===== src/rtl/booth_seq_mult_ctrl.sv =====
// Sequential radix-4 Booth multiplier: one 3-bit recoding group per RUN cycle.
// Optional macro BOOTH_SKIP_ZERO_EN ends RUN early once the remaining groups all decode to zero.
module booth_seq_mult_ctrl #(
  parameter int WIDTH = 8
) (
  input  logic                 clk,
  input  logic                 rst_n,
  input  logic                 in_valid,
  output logic                 in_ready,
  input  logic [WIDTH-1:0]     multiplicand,
  input  logic [WIDTH-1:0]     multiplier,
  output logic                 out_valid,
  input  logic                 out_ready,
  output logic [2*WIDTH-1:0]   product,
  output logic [2:0]           action,
  output logic                 busy
);

  localparam int GROUPS = WIDTH / 2;
  localparam int IDXW   = $clog2(GROUPS);

  // Handshakes: a transfer happens on a rising edge where valid and ready are both high;
  // the producer holds its payload stable while valid is high and ready is low.
  typedef enum logic [1:0] {IDLE, RUN, DONE} state_t;

  state_t               state;
  logic [WIDTH-1:0]     y_reg;
  logic [WIDTH:0]       rec;
  logic [2*WIDTH-1:0]   acc;
  logic [IDXW-1:0]      idx;

  logic [WIDTH+1:0]     y_ext;
  logic [WIDTH+1:0]     pp;
  logic [2*WIDTH-1:0]   pp_wide;
  logic [2*WIDTH-1:0]   acc_next;
  logic [WIDTH:0]       rec_next;
  logic                 last_group;
  logic                 done_next;

  // Partial product is kept at WIDTH+2 bits so -2y of the most negative operand is exact.
  always_comb begin
    y_ext = {{2{y_reg[WIDTH-1]}}, y_reg};
    case (rec[2:0])
      3'b001, 3'b010: pp = y_ext;
      3'b011:         pp = y_ext << 1;
      3'b100:         pp = -(y_ext << 1);
      3'b101, 3'b110: pp = -y_ext;
      default:        pp = '0;
    endcase
    pp_wide    = {{(WIDTH-2){pp[WIDTH+1]}}, pp};
    acc_next   = acc + (pp_wide << {idx, 1'b0});
    rec_next   = {{2{rec[WIDTH]}}, rec[WIDTH:2]};
    last_group = (idx == IDXW'(GROUPS - 1));
`ifdef BOOTH_SKIP_ZERO_EN
    done_next  = last_group || (&rec_next) || (~|rec_next);
`else
    done_next  = last_group;
`endif
  end

  always_ff @(posedge clk) begin
    if (!rst_n) begin
      state     <= IDLE;
      in_ready  <= 1'b1;
      out_valid <= 1'b0;
      product   <= '0;
      action    <= 3'b000;
      busy      <= 1'b0;
      y_reg     <= '0;
      rec       <= '0;
      acc       <= '0;
      idx       <= '0;
    end else begin
      case (state)
        IDLE: begin
          if (in_valid && in_ready) begin
            y_reg    <= multiplicand;
            rec      <= {multiplier, 1'b0};
            acc      <= '0;
            idx      <= '0;
            action   <= {multiplier[1:0], 1'b0};
            in_ready <= 1'b0;
            busy     <= 1'b1;
            state    <= RUN;
          end
        end
        RUN: begin
          acc <= acc_next;
          rec <= rec_next;
          idx <= idx + IDXW'(1);
          if (done_next) begin
            product   <= acc_next;
            out_valid <= 1'b1;
            action    <= 3'b000;
            state     <= DONE;
          end else begin
            action <= rec_next[2:0];
          end
        end
        DONE: begin
          if (out_ready) begin
            out_valid <= 1'b0;
            busy      <= 1'b0;
            in_ready  <= 1'b1;
            state     <= IDLE;
          end
        end
        default: begin
          state     <= IDLE;
          in_ready  <= 1'b1;
          out_valid <= 1'b0;
          busy      <= 1'b0;
          action    <= 3'b000;
        end
      endcase
    end
  end

endmodule


===== config.mk =====
export PLATFORM = sky130hd
export DESIGN_NAME = booth_seq_mult_ctrl
export DESIGN_NICKNAME = d
export VERILOG_FILES = /design/src/rtl/booth_seq_mult_ctrl.sv
export SDC_FILE = /design/constraint.sdc
export NUM_CORES = 1
export LEC_CHECK = 0
export BUFFER_PORTS_ARGS = -buffer_cell sky130_fd_sc_hd__buf_2
export CAP_MARGIN = 10
export CORE_ASPECT_RATIO = 1.25
export CORE_MARGIN = 8
export CORE_UTILIZATION = 45
export CTS_CLUSTER_SIZE = 25
export DETAILED_ROUTE_END_ITERATION = 8
export GPL_TIMING_DRIVEN = 0
export PLACE_DENSITY_LB_ADDON = 0.05
export SLEW_MARGIN = 20
export SYNTH_ARGS = -nofsm -noshare
export SYNTH_HDL_FRONTEND = slang
export SYNTH_SLANG_ARGS = --single-unit

===== constraint.sdc =====
create_clock -name clk -period 7.1 [get_ports clk]
set_input_delay 0.71 -clock clk [delete_from_list [all_inputs] [get_ports clk]]
set_output_delay 0.71 -clock clk [all_outputs]
set_load 0.1 [all_outputs]

### After elaboration in Yosys (flattened, before gate mapping)

Index checks and enable logic that the tools add are counted.
Widths: inputs -> output; s select.

| storage, ports and cells | value |
|---|---|
| output and inout port bits | 22 |
| register bits | 59 |
| bits of input ports | 20 |

| operators by class | value |
|---|---|
| reduce and logical (&&, ||, !) cells | 13 |
| eq/ne operators | 12 |
| shifts and indexed selects | 1 |
| $add $sub $neg | 4 |
| muxes and demuxes | 22 |
| bitwise gates (word level) | 3 |

Operators by type and width:

| cell | number |
|---|---|
| $pmux 10 s4 | 1 |
| $pmux 16 s2 | 1 |
| $neg 10->10 | 2 |
| $pmux 9 s2 | 1 |
| $add 16x16->16 | 1 |
| $mux 16 | 1 |
| $shl 16x3->16 | 1 |
| $reduce_and 3->1 | 4 |
| $eq 3x3->1 const B | 3 |
| $mux 9 | 1 |
| $pmux 1 s3 | 3 |
| $pmux 3 s3 | 1 |
| $mux 2 | 4 |
| $reduce_and 2->1 | 4 |
| $eq 3x2->1 const B | 2 |
| $mux 3 | 2 |
| $ne 2x2->1 const B | 3 |
| $pmux 2 s3 | 1 |
| $mux 1 | 5 |
| $eq 2x2->1 const B | 2 |
| $pmux 2 s2 | 1 |
| $reduce_or 2->1 | 2 |
| $eq 3x1->1 const B | 1 |
| $not 1->1 | 3 |
| 5 further kinds | 5 |

### Logic depth before layout (Yosys ltp)

Gate-level depths: netlist of the first run.

| depth | value |
|---|---|
| word-level depth | 6 |
| depth in mapped cells | 19 |
| mapped depth without buffers | 19 |

### Least setup slack after synthesis of the first run

Ideal clock, no wire load.

| timing | value |
|---|---|
| path type | register -> register |
| start | register y_reg[0] |
| end | register product[10] |
| stages on the path, launching flop included | 18 |
| data required time | 6.994 ns |
| buffers on the path | 0 |
| setup time | 0.106 ns |
| path slack | 3.040 ns |
| arrival | 3.954 ns |
| path through | dfxtp_1 -> inv_1 -> ha_1 -> or3b_2 -> or4_1 -> nor3b_1 -> o21ai_0 -> o211ai_1 -> nor2b_1 -> a211oi_1 -> a21oi_1 -> ha_1 -> nand2_1 -> o21bai_1 -> a21boi_0 -> nor2_1 -> or4b_2 -> o311ai_0 |

| between the ends | value |
|---|---|
| word-level cells in the longest chain between the ends | 4 |

RTL lines:

| what | RTL line | text |
|---|---|---|
| start, declared | 27 | `logic [WIDTH-1:0] y_reg;` |
| start signal, assigned | 77 | `y_reg <= multiplicand;` |
| $neg 10->10, on equally long branches | 47, 46 |  |
| $pmux 10 s4 * | 43 | `case (rec[2:0])` |
| $shl 16x3->16 * | 51 | `acc_next = acc + (pp_wide << {idx, 1'b0});` |
| $add 16x16->16 * | 51 |  |
| end signal, assigned | 92 | `product <= acc_next;` |
| end, declared | 14 | `output logic [2*WIDTH-1:0] product,` |

Mark *: on every way between the ends. The rest lies on a longest branch, timed or not.
A chain may end at the register's enable or synchronous reset.

### Worst setup path in the final report of the first run

Ends and elaborated chain as after synthesis.

==> results of run 1 <==
[cell families (layout without fill, tap and decap cells)]
| kind of cell | count (synthesis) | in the layout |
|---|---|---|
| compound gates | 146 | 146 |
| fa+ha+maj | 18 | 18 |
| simple gates | 215 | 215 |
| flops | 59 | 59 |
| buf+inv | 48 | 105 |
| mux | 9 | 9 |
| xor+xnor | 17 | 17 |
[cells in the final DEF, fill, tap and decap left out, types with 15 or more instances in the layout]
cell type and instances:
buf_2 41, a21oi_1 29, nand2_1 92, nand3_1 30, dfxtp_1 59, o21ai_0 26, nor2_1 34, nor2b_1 15
a21boi_0 34, clkbuf_1 29, ha_1 17
[power by group]
group / internal (mW) / leakage, nW / switching, mW / total [mW]
Combinational: 0.0772 / 1.23 / 0.140 / 0.217
Clock: 0.170 / 0.0991 / 0.147 / 0.317
Sequential: 0.345 / 0.479 / 0.0113 / 0.356
Total: 0.592 / 1.81 / 0.298 / 0.890
[per-layer routing]
layer | vias to the layer above | GRT usage, %
li1 | 1918 | -
met1 | 1782 | 23.8
met2 | 97 | 29.7
met3 | 35 | 3.30
met4 | 0 | 11.4
met5 | - | 0
[worst reg2reg max path, delay by kind of cell (launching register included)]
| kind | cells | cell delay (ns) |
|---|---|---|
| AOI/OAI and AO/OA | 7 | 1.40 |
| buffers and inverters | 1 | 0.08 |
| and+or+nand+nor | 7 | 2.34 |
| DFF | 1 | 0.37 |
| adders and majority gates | 2 | 0.57 |
[final cells by class]
cell class / count / share of cell area, %
timing repair buffer: 41 / 4.64
clock inverter: 5 / 1.19
tap: 100 / 2.83
inverter: 12 / 1.02
clock buffer: 11 / 3.20
sequential: 59 / 26.7
buffer: 36 / 3.54
multi-input combinational: 405 / 56.9
[worst max path at each step]
stage | from | to | slack, ns | cells past startpoint
global placement | y_reg[0] | product[10] | 2.36 | 17
floorplan | y_reg[0] | product[10] | 3.04 | 17
detailed placement | y_reg[0] | product[10] | 2.36 | 17
global route | y_reg[0] | product[10] | 2.06 | 17
CTS | y_reg[0] | product[10] | 2.34 | 17
finish | y_reg[0] | product[10] | 2.27 | 17
[stage by stage]
step           setup slack [ns]  std cells  utilization (%)  power, mW
6_report                   2.27        669             51.7      0.890
5_1_grt                    2.06        669             51.7      0.935
4_1_cts                    2.34        669             51.7      0.896
3_5_place_dp               2.36        653             49.4      0.579
3_3_place_gp               2.36        653             49.4      0.577
2_1_floorplan              3.04        512                -      0.525
==> summary.txt, run 1 <==
Status = completed
Post-CTS setup buffer count = 0
Synth Area in Simple Gates = 26.3%
Hold Crit Depth = 2
Mean Syn Cell Area = 7.61 um2
Routed len/inst = 16.5 um
Iter 0 DRT Violations = 204
Worst ir drop on vdd = 0.130 mV
Clock Path Buffers = 2
Fin crit period = 4.83 ns
Post-synth top cells = nand2_1 (92), dfxtp_1 (59), a21boi_0 (34), nor2_1 (34), nand3_1 (30)
Area contributors post-synth = dfxtp_1 (30%), nand2_1 (8.9%), a21boi_0 (6.5%)
Endpoints failing setup = 0
WL met1 = 5060 um
Fill count = 869
PD cells = 201 nW/um2
Adder-Cell Fraction of Synth Area = 5.97%
Leak = 1.81 nW
Yosys reg bits = 59
Pin count of the biggest net entering global routing = 11
Biggest regs = acc: 16 flops, product: 16 flops, rec: 9 flops
Area leader, netlist = dfxtp_1
Crit path required time = 7.36 ns
H-tree Lvls = 3
Post-synthesis compound-gate area fraction = 25.4%
Global-route wire length before repair = 18000 um
Post-Syn Instances = 512
R2r setup slk = 2.27 ns
Antenna viol nets, final = 0
Initial antenna violation count = 0
I/O Buffers = 41
N_diodes = 0
Syn nets = 550
DP Area = 4230 um2
R2r startpoint = y_reg[0]
Design area = 4420 um2
RSZ-0062 raised after global routing = false
Total number of vias = 3832
Slew HR = 43.3%
GP Congestion = 0.885
Critical Path Start Type = register
Max_cap viols = 0
Metal3 WL = 435 um
Met2 WL post-DR = 5100 um
Worst Max-Slew Pin Slew = 0.844 ns
Root Buffer = clkbuf_8
Final hold violations = 0
Highest Signal Layer = met4
Worst R2R End = product[10]
Crit-path max FO = 6
Area occupied by registers = 1180 um2
Data arrival, critical path = 5.09 ns
FF-to-FF path depth = 17
Mapped Area = 3900 um2
Post-synth cell types = 55
Worst path bufs/invs = 1
Core area = 8560 um2
Hold Worst Slack = 0.458 ns
Post-synth EDFFs = 0
Post-CTS Resized = 0
Sequential-to-total area share from yosys stat = 30.3%
CTS tree = yes
Synth Flop Type = dfxtp_1
First-pass iteration count of the detailed router = 5
Starting Density = 45.5%
Dominant cell by count in the synthesized netlist = nand2_1
Mux share of post-synthesis cell area = 2.86%
Worst path max stage delay = 0.67 ns
Crit. End Element = register
Worst Hold Class = reg -> reg
Via density = 5.73
Max-slew violations = 0
Synth top area share = 30.3%
Routed Wire Length = 11000 um
Fraction of registers with async set/reset = 0%
CP max-delay cell = or4b_2
Cts hold-fix bufs = 0
HPWL Detailed = 8140 um
Ports = 42
Clk sinks = 59
Share of post-route cells with drive strength above 1 = 12.7%
Clock slew at reported path FFs = 0.07 ns
Area of the multi-input gates = 2510 um2
Largest family of logic cells by synthesized area = simple AND/OR/NAND/NOR gates
Die Wd = 99.2 um
Crit path max-delay family = simple AND/OR/NAND/NOR gates
Grt ovf = 0
Site Rows = 38
Startpoint of the worst hold path = product[13]
Clock Latency Late Sink = 0.36 ns
Vias in the first global route = 3561
Nets@finish = 602
DIE AREA = 11900 um2
Area grow syn2layout = 13.5%
Die Y = 120 um
Synth Area in XOR/XNOR = 4.01%
Final period util = 68.1%
Hold Path Sink = product[13]
Total Neg Setup Slack = 0 ns
# DRC = 0
TritonCTS Buffers = 9
Critical path's most frequent cell = ha_1
Yosys warning count = 0
Fmax = 207 MHz
Worst clock skew = 0.00813 ns
Critical path class = reg -> reg
CP Cell Sequence = inv_1, ha_1, or3b_2, or4_1, nor3b_1, o21ai_0, o211ai_1, nor2b_1, a211oi_1, a21oi_1, ha_1, nand2_1, o21bai_1, a21boi_0, nor2_1, or4b_2, o311ai_0
Tot GR Track Use = 19.0%
Power figures use the tool's default switching activity.
==> run 2: changes to the inputs <==
--- a/config.mk
+++ b/config.mk
@@ -5,6 +5,7 @@
 export SDC_FILE = /design/constraint.sdc
 export NUM_CORES = 1
 export LEC_CHECK = 0
+export ABC_AREA = 1
 export BUFFER_PORTS_ARGS = -buffer_cell sky130_fd_sc_hd__buf_2
 export CAP_MARGIN = 10
 export CORE_ASPECT_RATIO = 1.25
==> constraint.sdc (replaced) <==
create_clock -name clk -period 4.2 [get_ports clk]
set_input_delay 0.42 -clock clk [delete_from_list [all_inputs] [get_ports clk]]
set_output_delay 0.42 -clock clk [all_outputs]
set_load 0.1 [all_outputs]
==> run 2 against run 1 <==
Critical path depth up 3. Maximum frequency increased by 51%. Largest power group unchanged. First-iteration DRC count increased by 16%. Synthesized area decreased by 5.9%. Largest cell class unchanged. Global-route usage is 0.098 points lower. Critical endpoint is now product[8]. Highest routed layer unchanged. Design area shrank 5.6%. Clock-buffer cell count did not move. Worst setup slack got worse by 1.3 ns. Sequential power grew 72%. Utilization is 0.14 points higher.
==> summary.txt, run 2 <==
Status = completed
Fmax = 311 MHz (+51%)
Worst path max stage delay = 0.35 ns (-0.32 ns)
Biggest regs = acc: 16 flops, product: 16 flops, rec: 9 flops
Internal Power = 968 uW (+63%)
Critical path's most frequent cell = nand2_1
Die Wd = 96.8 um (-2.5%)
Clock Path Buffers = 2 (unchanged)
Slew HR = 54.2% (+11 points)
Worst Max-Slew Pin Slew = 0.687 ns (-0.157 ns)
Post-CTS Resized = 0 (unchanged)
Design area = 4170 um2 (-5.6%)
Synth top area share = 32.2% (+1.9 points)
Max-slew violations = 0 (unchanged)
Sequential-to-total area share from yosys stat = 32.2% (+1.9 points)
Fill count = 876 (+0.81%)
Synth Area in XOR/XNOR = 2.39% (-1.6 points)
Fin util = 51.8% (+0.14 points)
Post-synth EDFFs = 0 (unchanged)
Final hold violations = 0 (unchanged)
Global-route wire length before repair = 17400 um (-3.3%)
Nets@finish = 640 (+6.3%)
Yosys warning count = 0 (unchanged)
Final period util = 76.4% (+8.3 points)
Post-CTS setup buffer count = 0 (unchanged)
Share of post-route cells with drive strength above 1 = 15.2% (+2.5 points)
Clk pwr share = 31.9% (-3.7 points)
Largest family of logic cells by synthesized area = simple AND/OR/NAND/NOR gates
Synth Area in Simple Gates = 30.3% (+4.0 points)
CP Cell Sequence = inv_1, ha_1, nand2_1, nor2_2, nand2_1, nand2_1, nor2_1, nor2_1, nand3_1, nand3_1, o21ai_1, ha_1, a21oi_1, a21boi_4, o21ai_1, or2_1, nand2_1, nand2_1, nand2_1, inv_1
Sequential share of power = 39.5% (-0.5 points)
Area contributors post-synth = dfxtp_1 (32%), nand2_1 (15%), a21oi_1 (7.9%)
N_diodes = 0 (unchanged)
Synth Flop Type = dfxtp_1
Clk sinks = 59 (unchanged)
PD cells = 371 nW/um2 (+84%)
Die Y = 117 um (-2.6%)
Yosys reg bits = 59 (unchanged)
Ports = 42 (unchanged)
H-tree Lvls = 3 (unchanged)
Mean Syn Cell Area = 6.67 um2 (-12%)
GP Congestion = 0.905 (+2.3%)
RSZ-0062 raised after global routing = false
Power, Total = 1.55 mW (+74%)
DIE AREA = 11300 um2 (-5.0%)
Tot GR Track Use = 18.9% (-0.098 points)
Site Rows = 37 (-2.6%)
DP Area = 4000 um2 (-5.5%)
Pin count of the biggest net entering global routing = 11 (unchanged)
Total Neg Setup Slack = 0 ns (unchanged)
Endpoints failing setup = 0 (unchanged)
Area grow syn2layout = 13.7%
Routed Wire Length = 10400 um (-5.1%)
Antenna viol nets, final = 0 (unchanged)
Area leader, netlist = dfxtp_1
First-pass iteration count of the detailed router = 5 (unchanged)
Mux share of post-synthesis cell area = 0.273% (-2.6 points)
Crit path required time = 4.44 ns (-2.92 ns)
Gate power share = 28.6% (+4.2 points)
Worst clock skew = 0.00896 ns (+0.000833 ns)
Max_cap viols = 0 (unchanged)
CP max-delay cell = ha_1
Mapped Area = 3670 um2 (-5.9%)
Crit. End Element = register
Post-Syn Instances = 550 (+7.4%)
Sw power = 582 uW (+95%)
Critical Path Start Type = register
Clock slew at reported path FFs = 0.07 ns (about the same)
Sw Ratio = 37.6% (+4.1 points)
Iter 0 DRT Violations = 237 (+16%)
DP Cell Count = 688 (+5.4%)
Cts hold-fix bufs = 0 (unchanged)
Post-synth top cells = nand2_1 (150), dfxtp_1 (59), a21oi_1 (58)
Commonest non-fill, non-tap cell in the layout = nand2_1
Non-filler cells, final = 703 (+5.1%)
HPWL Detailed = 8070 um (-0.85%)
Core area = 8060 um2 (-5.9%)
Post-synth cell types = 41 (-25%)
Total number of vias = 3751 (-2.1%)
Crit-path max FO = 7 (+1)
Grt ovf = 0 (unchanged)
Dominant cell by count in the synthesized netlist = nand2_1
I/O Buffers = 41 (unchanged)
Data arrival, critical path = 3.45 ns (-1.64 ns)
Vias in the first global route = 3632 (+2.0%)
Syn nets = 588 (+6.9%)
CTS tree = yes
Critical path class = reg -> reg
Fraction of registers with async set/reset = 0% (unchanged)
Clock Latency Late Sink = 0.35 ns (about the same)
Worst Hold Class = in -> reg
Worst ir drop on vdd = 0.262 mV (+100%)
TritonCTS Buffers = 9 (unchanged)
Adder-Cell Fraction of Synth Area = 6.34% (+0.37 points)
Starting Density = 45.5% (about the same)
Leak = 2.01 nW (+11%)
Initial antenna violation count = 0 (unchanged)
Fin crit period = 3.21 ns (-1.62 ns)
Via density = 5.34 (-6.8%)
# DRC = 0 (unchanged)
Post-synthesis compound-gate area fraction = 19.9% (-5.5 points)
Most frequent cells in the layout = nand2_1 (150), dfxtp_1 (59), a21oi_1 (58), inv_1 (50), buf_2 (48)
Routed len/inst = 14.9 um (-9.7%)
Root Buffer = clkbuf_8
[run 2: layout make-up]
cell class | count | area (um2) | area share [%]
plain buffers | 18 | 80.1 | 1.92
clock buffers | 11 | 151 | 3.63
clock inverters | 4 | 26.3 | 0.630
inverters | 63 | 236 | 5.67
multi-input cells | 410 | 2170 | 52.0
flip-flops and latches | 59 | 1180 | 28.3
well taps | 97 | 121 | 2.91
repair buffers | 41 | 205 | 4.92
[run 2: path summary, 6_finish.rpt]
path              slack (ns)          to  depth (start not counted)     startpoint
setup / recovery        0.99  product[8]                         20       y_reg[0]
hold / removal          0.29      rec[8]                          3  multiplier[7]
setup reg to reg        0.99  product[8]                         20       y_reg[0]
hold reg to reg         0.47  product[9]                          2     product[9]
[run 2: through the flow]
| stage | hold slack (ns) | setup slack, ns |
|---|---|---|
| after CTS | 0.291 | 1.03 |
| after global routing | 0.297 | 0.613 |
| after detailed placement | 0.451 | 1.06 |
| after global placement | 0.452 | 1.05 |
| final | 0.290 | 0.989 |
| after floorplan | 0.444 | 1.55 |
[run 2: logic make-up after synthesis]
| family | after synthesis |
|---|---|
| simple gates | 250 |
| compound gates | 131 |
| buf+inv | 81 |
| flops | 59 |
| fa+ha+maj | 18 |
| xor+xnor | 10 |
| mux | 1 |
[run 2: per-layer routing]
layer  track usage [%]  share of wire (%)  vias up  routed length, um
li1                  -                  -     1933                  -
met1              23.5                 48     1687               4990
met2              30.9                 44      107               4630
met3              3.29                4.7       24                492
met4              9.46                3.1        0                327
met5                 0                  0        -                  0
[run 2: power groups by stage]
stage	logic, mW	clock network [mW]	registers (mW)
4_1_cts	0.441	0.499	0.612
3_5_place_dp	0.438	0	0.625
6_report	0.443	0.494	0.613
5_1_grt	0.495	0.522	0.617
2_1_floorplan	0.298	0	0.653
3_3_place_gp	0.437	0	0.625
[run 2: worst max-delay path, delay by kind of cell, from the launching register on]
family | cells | cell delay, ns
buf+inv | 2 | 0.22
flops | 1 | 0.31
compound gates | 4 | 0.74
fa+ha+maj | 2 | 0.57
simple gates | 12 | 1.26
